[config.mk]
export PLATFORM = sky130hd
export DESIGN_NAME = csr_access_sequencer
export DESIGN_NICKNAME = d
export VERILOG_FILES = /design/src/rtl/csr_access_sequencer.sv
export SDC_FILE = /design/constraint.sdc
export NUM_CORES = 1
export LEC_CHECK = 0
export CORE_AREA = 3 3 113 115
export CTS_CLUSTER_DIAMETER = 80
export DETAILED_ROUTE_END_ITERATION = 12
export DIE_AREA = 0 0 116 118
export PLACE_DENSITY = 0.86
export SLEW_MARGIN = 40
export SYNTH_ARGS = -nofsm -noshare
export SYNTH_HDL_FRONTEND = slang
export SYNTH_SLANG_ARGS = --single-unit
export TNS_END_PERCENT = 100
[constraint.sdc]
create_clock -name clk -period 3.19 [get_ports clk]
set_clock_uncertainty 0.15 [all_clocks]
set_input_delay 0.638 -clock clk [delete_from_list [all_inputs] [get_ports clk]]
set_output_delay 0.638 -clock clk [all_outputs]
set_load 0.02 [all_outputs]
[src/rtl/csr_access_sequencer.sv]
// Owns the CSR file's single read/write port and sequences pipeline Zicsr
// accesses, trap entry and MRET as fixed multi-cycle read/write sequences.
module csr_access_sequencer #(
  parameter logic [11:0] MEPC_ADDR    = 12'h341,
  parameter logic [11:0] MCAUSE_ADDR  = 12'h342,
  parameter logic [11:0] MTVAL_ADDR   = 12'h343,
  parameter logic [11:0] MSTATUS_ADDR = 12'h300
) (
  input  logic        clk,
  input  logic        rst,
  input  logic        pipe_req,
  input  logic [1:0]  pipe_ops,
  input  logic        pipe_rd_req,
  input  logic        pipe_wr_req,
  input  logic [11:0] pipe_addr,
  input  logic [31:0] pipe_src,
  output logic        pipe_busy,
  output logic        pipe_done,
  output logic [31:0] pipe_rdata,
  input  logic        trap_req,
  input  logic [31:0] trap_pc,
  input  logic [31:0] trap_cause,
  input  logic [31:0] trap_tval,
  output logic        trap_done,
  input  logic        mret_req,
  output logic        mret_done,
  output logic [31:0] mret_pc,
  output logic [11:0] csr_addr,
  output logic        csr_re,
  input  logic [31:0] csr_rdata,
  output logic        csr_we,
  output logic [31:0] csr_wdata
);

  // state   | meaning
  // IDLE    | arbitrate trap > mret > pipe; pipe read issued here
  // P_RD    | pipe old value returned, optional read-modify-write
  // P_WR    | pipe write without read (or no-op completion)
  // T_EPC   | trap: write mepc
  // T_CAUSE | trap: write mcause
  // T_TVAL  | trap: write mtval
  // T_STRD  | trap: read mstatus
  // T_STWR  | trap: write updated mstatus, trap_done
  // M_EPC   | mret: read mepc
  // M_STRD  | mret: latch mepc, read mstatus
  // M_STWR  | mret: write updated mstatus, mret_done
  typedef enum logic [3:0] {
    IDLE, P_RD, P_WR, T_EPC, T_CAUSE, T_TVAL, T_STRD, T_STWR, M_EPC, M_STRD, M_STWR
  } state_t;

  state_t      state_q, state_d;
  logic [31:0] pipe_rdata_q;
  logic [31:0] mret_pc_q;
  logic [31:0] pipe_new;
  logic [31:0] st_trap;
  logic [31:0] st_mret;

  always_ff @(posedge clk) begin
    if (rst) begin
      state_q      <= IDLE;
      pipe_rdata_q <= '0;
      mret_pc_q    <= '0;
    end else begin
      state_q <= state_d;
      if (state_q == P_RD)
        pipe_rdata_q <= csr_rdata;
      else if (state_q == P_WR)
        pipe_rdata_q <= '0;
      if (state_q == M_STRD)
        mret_pc_q <= csr_rdata;
    end
  end

  always_comb begin
    unique case (pipe_ops)
      2'b10:   pipe_new = csr_rdata | pipe_src;
      2'b11:   pipe_new = csr_rdata & ~pipe_src;
      default: pipe_new = pipe_src;
    endcase
  end

  // mstatus: MIE = bit 3, MPIE = bit 7, MPP = bits 12:11
  always_comb begin
    st_trap        = csr_rdata;
    st_trap[7]     = csr_rdata[3];
    st_trap[3]     = 1'b0;
    st_trap[12:11] = 2'b11;
    st_mret        = csr_rdata;
    st_mret[3]     = csr_rdata[7];
    st_mret[7]     = 1'b1;
    st_mret[12:11] = 2'b11;
  end

  always_comb begin
    state_d    = state_q;
    csr_addr   = '0;
    csr_re     = 1'b0;
    csr_we     = 1'b0;
    csr_wdata  = '0;
    pipe_done  = 1'b0;
    trap_done  = 1'b0;
    mret_done  = 1'b0;
    pipe_rdata = pipe_rdata_q;
    unique case (state_q)
      IDLE: begin
        if (trap_req) begin
          state_d = T_EPC;
        end else if (mret_req) begin
          state_d = M_EPC;
        end else if (pipe_req) begin
          if (pipe_ops != 2'b00 && pipe_rd_req) begin
            csr_addr = pipe_addr;
            csr_re   = 1'b1;
            state_d  = P_RD;
          end else begin
            state_d = P_WR;
          end
        end
      end
      P_RD: begin
        csr_addr   = pipe_addr;
        csr_we     = pipe_wr_req;
        csr_wdata  = pipe_new;
        pipe_rdata = csr_rdata;
        pipe_done  = 1'b1;
        state_d    = IDLE;
      end
      P_WR: begin
        csr_addr   = pipe_addr;
        csr_we     = pipe_wr_req && (pipe_ops != 2'b00);
        csr_wdata  = pipe_src;
        pipe_rdata = '0;
        pipe_done  = 1'b1;
        state_d    = IDLE;
      end
      T_EPC: begin
        csr_addr  = MEPC_ADDR;
        csr_we    = 1'b1;
        csr_wdata = trap_pc;
        state_d   = T_CAUSE;
      end
      T_CAUSE: begin
        csr_addr  = MCAUSE_ADDR;
        csr_we    = 1'b1;
        csr_wdata = trap_cause;
        state_d   = T_TVAL;
      end
      T_TVAL: begin
        csr_addr  = MTVAL_ADDR;
        csr_we    = 1'b1;
        csr_wdata = trap_tval;
        state_d   = T_STRD;
      end
      T_STRD: begin
        csr_addr = MSTATUS_ADDR;
        csr_re   = 1'b1;
        state_d  = T_STWR;
      end
      T_STWR: begin
        csr_addr  = MSTATUS_ADDR;
        csr_we    = 1'b1;
        csr_wdata = st_trap;
        trap_done = 1'b1;
        state_d   = IDLE;
      end
      M_EPC: begin
        csr_addr = MEPC_ADDR;
        csr_re   = 1'b1;
        state_d  = M_STRD;
      end
      M_STRD: begin
        csr_addr = MSTATUS_ADDR;
        csr_re   = 1'b1;
        state_d  = M_STWR;
      end
      M_STWR: begin
        csr_addr  = MSTATUS_ADDR;
        csr_we    = 1'b1;
        csr_wdata = st_mret;
        mret_done = 1'b1;
        state_d   = IDLE;
      end
      default: state_d = IDLE;
    endcase
    // Reset is synchronous, so the port must be silenced combinationally
    // during the reset cycle to keep an abandoned sequence from committing.
    if (rst) begin
      csr_addr   = '0;
      csr_re     = 1'b0;
      csr_we     = 1'b0;
      csr_wdata  = '0;
      pipe_done  = 1'b0;
      trap_done  = 1'b0;
      mret_done  = 1'b0;
      pipe_rdata = '0;
    end
    pipe_busy = pipe_req & ~pipe_done & ~rst;
  end

  assign mret_pc = mret_pc_q;

endmodule

==> impl_metrics.ini, run 1 <==
[setup_path]
cp-start-kind = input pin
critical_path.cell_chain = clkdlybuf4s50_1, buf_4, o21a_1, and4_2, o21ai_0, a31oi_1, dlygate4sd2_1
critPathKind = input pin to output pin
rr_startpoint = state_q[2]
r2r_setup_slack_ns = 1.16
required_ns = 2.40
end_kind = output pin
rr_worst_depth = 8
crit_fanout = 5
critPathArrivalTime_ns = 2.35
crit_path_max_incr_delay_ns = 0.51
slowest_stage = clkdlybuf4s50_1
r2r-end = mret_pc[20]

[synth]
synth_area_leaders = dfxtp_1 (31%), a22o_1 (16%), nand2_1 (7.4%)
synthMostInstantiatedCell = nand2_1
avgSynthCellArea_um2 = 7.67
synth_nets = 762
synth_area_mm2 = 0.00446
synth_top_area_share = 0.306
ys_seq_elements = 68
synthCells = 581
seq_area_frac_synth = 0.306
yosysUniqueCellTypes = 43
ys.flop_type = dfxtp_1
synth_edf_count = 0
synth-async-reset-ratio = 0
synth.largest_area_cell = dfxtp_1
ys_warn_count = 0
synth.top_cells.by_count = nand2_1 (88), a22o_1 (79), dfxtp_1 (68), a21oi_1 (42), clkbuf_1 (36)

[clock_tree]
numClockSinks = 68
htreeDepth = 3
cts.path.max_buffers = 2
root_buffer = clkbuf_16
tritoncts = done
clk_pin_slew_ns = 0.05
cts_buffers = 9
clock_latency_ns = 0.31
hold_buffers = 0

[routing]
final_antenna_net_count = 0
wl_per_cell_um = 19.4
wl_um = 20100
firstDrtPassIters = 5
drc = 0
vias_per_cell = 5.84
drtIter0Drc = 532
vias = 6027

[power_and_ir_drop]
p_int_mw = 2.27
comb_power_share = 0.378
seqPwrFrac = 0.279
swShare = 0.317
p_switching_mw = 1.05
clock_power_share = 0.343
peakVddDrop_mv = 0.368
finalPower_mw = 3.32
pwr_density_cell_mw_per_mm2 = 407
p_leak_nw = 3.26

[sta]
whs_ns = 0.302
slew_violations = 0
rsz0062_at_grt = false
finalCritPeriodShare = 0.983
fin_tns_setup_ns = 0
fin_crit_ns = 3.14
setup_violations = 0
max_slew.worst_pin.slew_ns = 0.379
fmax_mhz = 319
hold_viol_final = 0
slew_headroom = 0.748

[finish]
num_antenna_cells = 0
drive_gt1_frac = 0.132
final_nets = 1061
syn_to_final_growth_pct = 83.1

[die]
initial_core_util = 0.374
core_region_area_mm2 = 0.0119
die-width_um = 116
die_h_um = 118
die_area_mm2 = 0.0137
ios = 295
rows = 40

[worst_hold_path]
hold_path_depth = 2
min_from = mret_pc[7]
min_to = mret_pc[7]
worstHoldPathType = register to register

[placement]
port_buffers = 294
finalWeightedCongestion = 0.886
dp_hpwl_um = 15500

[status]
outcome = finished, final reports clean

[global_route]
grt_max_degree = 37
antenna_found_initial = 1
grt_pass1_vias = 5706
overflow = 0
grt_first_pass_wirelength_um = 30800
grtUsageTotal = 0.283

[run]
maxCapViolations = 0
==> final cells by class <==
class,count,area (um2)
Fill cell,981,3750
Clock buffer,10,229
Multi-Input combinational cell,445,2830
Tap cell,147,184
Inverter,4,15.0
Timing Repair Buffer,352,3420
Clock inverter,6,113
Sequential cell,68,1360
==> registers in the layout, summed over array words and instances (netlist names) <==
| register | flops |
|---|---|
| mret_pc | 32 |
| pipe_rdata_q | 32 |
| state_q | 4 |
==> worst max-delay path by stage <==
stage	from	endpoint	slack, ns	cells past startpoint
3_3_place_gp	trap_req	csr_addr[0]	-0.30	6
5_1_grt	pipe_ops[0]	csr_addr[9]	0.001	7
2_1_floorplan	pipe_ops[0]	csr_wdata[13]	0.36	6
3_5_place_dp	trap_req	csr_addr[0]	-0.33	6
4_1_cts	state_q[3]	pipe_rdata[16]	0.0002	7
6_report	pipe_ops[0]	csr_addr[9]	0.05	7
==> kinds of logic after synthesis <==
logic type | synth area share
simple gates | 0.209
xor+xnor | 0.00393
flops | 0.306
buf+inv | 0.0699
compound gates | 0.412
==> worst max-delay path, delay by kind of cell <==
family	cells	cell delay (ns)
AND/OR/NAND/NOR	1	0.30
AO/OA/AOI/OAI	3	0.42
buffers and inverters	3	0.99
==> metrics by stage <==
step                utilization  setup slack [ns]  cells  instance area, um2
floorplan                     -             0.361    581                4460
global placement          0.660            -0.297   1014                7860
finish                    0.685            0.0543   1032                8160
global route              0.685           0.00115   1032                8160
detailed placement        0.660            -0.331   1014                7860
CTS                       0.683          0.000220   1030                8130
==> cells in the final DEF (no fill, tap or decap), drive strengths merged, types with 2 or more instances in the layout <==
| cell | Yosys | layout |
|---|---|---|
| clkinv | 0 | 3 |
| and2 | 11 | 11 |
| o21a | 2 | 2 |
| o211ai | 2 | 2 |
| a21o | 4 | 4 |
| nor2b | 5 | 5 |
| nand2b | 5 | 5 |
| nor2 | 10 | 10 |
| clkdlybuf4s50 | 0 | 214 |
| o21ai | 39 | 39 |
| a22o | 79 | 79 |
| xor2 | 2 | 2 |
| nand3b | 4 | 4 |
| clkbuf | 38 | 27 |
| a211oi | 16 | 16 |
| bufinv | 0 | 3 |
| a32oi | 2 | 2 |
| buf | 26 | 60 |
| nand2 | 88 | 88 |
| a21oi | 42 | 42 |
| inv | 4 | 4 |
| dfxtp | 68 | 68 |
| nor3 | 18 | 18 |
| o22a | 2 | 2 |
| a41oi | 14 | 14 |
| a31oi | 22 | 22 |
| a22oi | 30 | 30 |
| nor4 | 3 | 3 |
| clkdlybuf4s15 | 0 | 9 |
| dlygate4sd2 | 0 | 38 |
| dlymetal6s2s | 0 | 13 |
| nand3 | 35 | 35 |
| and3 | 2 | 2 |
==> power by group through the flow <==
stage | registers (mW) | logic [mW] | clock network [mW]
floorplan | 0.946 | 0.604 | 0
global placement | 0.942 | 1.26 | 0
detailed placement | 0.943 | 1.27 | 0
CTS | 0.926 | 1.24 | 1.16
global route | 0.932 | 1.34 | 1.19
finish | 0.928 | 1.25 | 1.14
==> repair_timing <==
| item | CTS | global route |
|---|---|---|
| setup endpoints to repair | 78 | 49 |
| setup buffers | 0 | 2 |
| pin swaps | 0 | 1 |
| resized for setup | 69 | 71 |
==> routing by layer <==
metal / GRT usage / share of wire
met1: 0.381 / 0.41
met2: 0.444 / 0.48
met3: 0.0648 / 0.088
met4: 0.0914 / 0.030
met5: 0 / 0.00035
(Power assumes the default switching activity.)
==> run 2: changes to the inputs <==
--- a/config.mk
+++ b/config.mk
@@ -7,7 +7,9 @@
 export LEC_CHECK = 0
-export CORE_AREA = 3 3 113 115
+export CELL_PAD_IN_SITES_DETAIL_PLACEMENT = 2
+export CELL_PAD_IN_SITES_GLOBAL_PLACEMENT = 2
+export CORE_MARGIN = 3
+export CORE_UTILIZATION = 20
 export CTS_CLUSTER_DIAMETER = 80
 export DETAILED_ROUTE_END_ITERATION = 12
-export DIE_AREA = 0 0 116 118
-export PLACE_DENSITY = 0.86
+export PLACE_DENSITY = 0.91
 export SLEW_MARGIN = 40
--- a/constraint.sdc
+++ b/constraint.sdc
@@ -4,2 +4,2 @@
 set_output_delay 0.638 -clock clk [all_outputs]
-set_load 0.02 [all_outputs]
+set_load 0.05 [all_outputs]
==> impl_metrics.ini, run 2 (same netlist as run 1, synthesis figures left out) <==
[status]
outcome = finished, final reports clean

[power_and_ir_drop]
finalPower_mw = 3.76
pwr_density_cell_mw_per_mm2 = 405
p_leak_nw = 3.13
peakVddDrop_mv = 0.201

[sta]
slew_violations = 0
setup_violations = 0
whs_ns = 0.308
slew_headroom = 0.616
hold_viol_final = 0
max_slew.worst_pin.slew_ns = 0.574
fmax_mhz = 323
fin_ws_ns = 0.0968
fin_crit_ns = 3.09
finalCritPeriodShare = 0.970

[global_route]
grtUsageTotal = 0.222
grt_max_degree = 37
overflow = 0
grt_first_pass_wirelength_um = 41500
antenna_found_initial = 0
grt_pass1_vias = 6733

[die]
rows = 53
initial_core_util = 0.208
die_area_mm2 = 0.0241
ios = 295
core_region_area_mm2 = 0.0214
die-width_um = 155
die_h_um = 155

[setup_path]
crit_path_max_incr_delay_ns = 0.43
required_ns = 2.40
critPathKind = input pin to output pin
end_kind = output pin
slowest_stage = clkdlybuf4s50_1
crit_fanout = 7
critical_path.cell_chain = clkdlybuf4s50_1, nor4_2, buf_4, nand4_1, a21oi_1, buf_4, and2_1, buf_12
cp_common_cell = buf_4
critPathArrivalTime_ns = 2.31
cp-start-kind = input pin

[finish]
final_cell_mix = clkdlybuf4s50_1 (209), nand2_1 (88), buf_12 (87)
stdcell_area_mm2 = 0.00928
drive_gt1_frac = 0.232
final_cells = 1143
syn_to_final_growth_pct = 108
layout_commonest_cell = clkdlybuf4s50_1
final_nets = 1044

[run]
maxCapViolations = 0

[routing]
drtIter0Drc = 238
wl_per_cell_um = 24.2
drc = 0
wl_met3_um = 1570
wl_um = 27700
vias_per_cell = 5.32
final_antenna_net_count = 0
wirelength_met1_um = 11300
vias = 6079
highest_layer = met4
route.met2.wl_um = 14300
firstDrtPassIters = 4

[clock_tree]
tritoncts = done
cts_buffers = 9
cts.path.max_buffers = 2
clock_latency_ns = 0.34
hold_buffers = 0
numClockSinks = 68
root_buffer = clkbuf_16
htreeDepth = 3
clk_pin_slew_ns = 0.06

[worst_hold_path]
worstHoldPathType = register to register

[placement]
port_buffers = 294
dp_slack_ns = -0.0850
dp_hpwl_um = 21700
placed_area_mm2 = 0.00874
dp_cells = 1125
finalWeightedCongestion = 0.792
-- run 2: final cells by class --
type	count	area [um2]
inverter	4	15.0
sequential	68	1370
multi-input combinational	445	3080
antenna	1	2.50
timing repair buffer	335	4180
clock inverter	4	50.0
fill	2248	12100
clock buffer	11	243
tap	275	344
-- run 2: stage by stage --
stage          TNS [ns]  utilization
2_1_floorplan         0            -
3_3_place_gp    -0.0556        0.408
3_5_place_dp    -0.0850        0.408
4_1_cts               0        0.427
5_1_grt         -0.0327        0.433
6_report              0        0.433
-- run 2: final timing paths --
check              start           to  slack, ns  depth (start not counted)
max             trap_req  csr_addr[2]        0.1                          8
min          mret_pc[14]  mret_pc[14]       0.31                          2
max reg2reg   state_q[1]  mret_pc[24]       1.03                          7
min reg2reg  mret_pc[14]  mret_pc[14]       0.31                          2
-- run 2: power breakdown --
group	switching, mW	internal (mW)
logic	0.988	0.813
registers	0.0372	0.899
clock network	0.403	0.621
total	1.43	2.33
-- run 2: worst max-delay path: cells and delay by family --
kind                   cells  cell delay [ns]
buffers and inverters      4             0.93
and+or+nand+nor            3             0.51
AOI/OAI and AO/OA          1             0.23
-- run 2: layer usage --
| metal | vias up | track usage |
|---|---|---|
| li1 | 2773 | - |
| met1 | 3059 | 0.260 |
| met2 | 219 | 0.405 |
| met3 | 28 | 0.0606 |
| met4 | 0 | 0.0484 |
| met5 | - | 0 |
-- run 2: timing repair --
action                     in CTS  in global routing
gates cloned                    0                  1
gates resized for setup        19                 30
setup buffers                   1                  0
setup endpoints to repair      61                 75
pin swaps                       5                 11
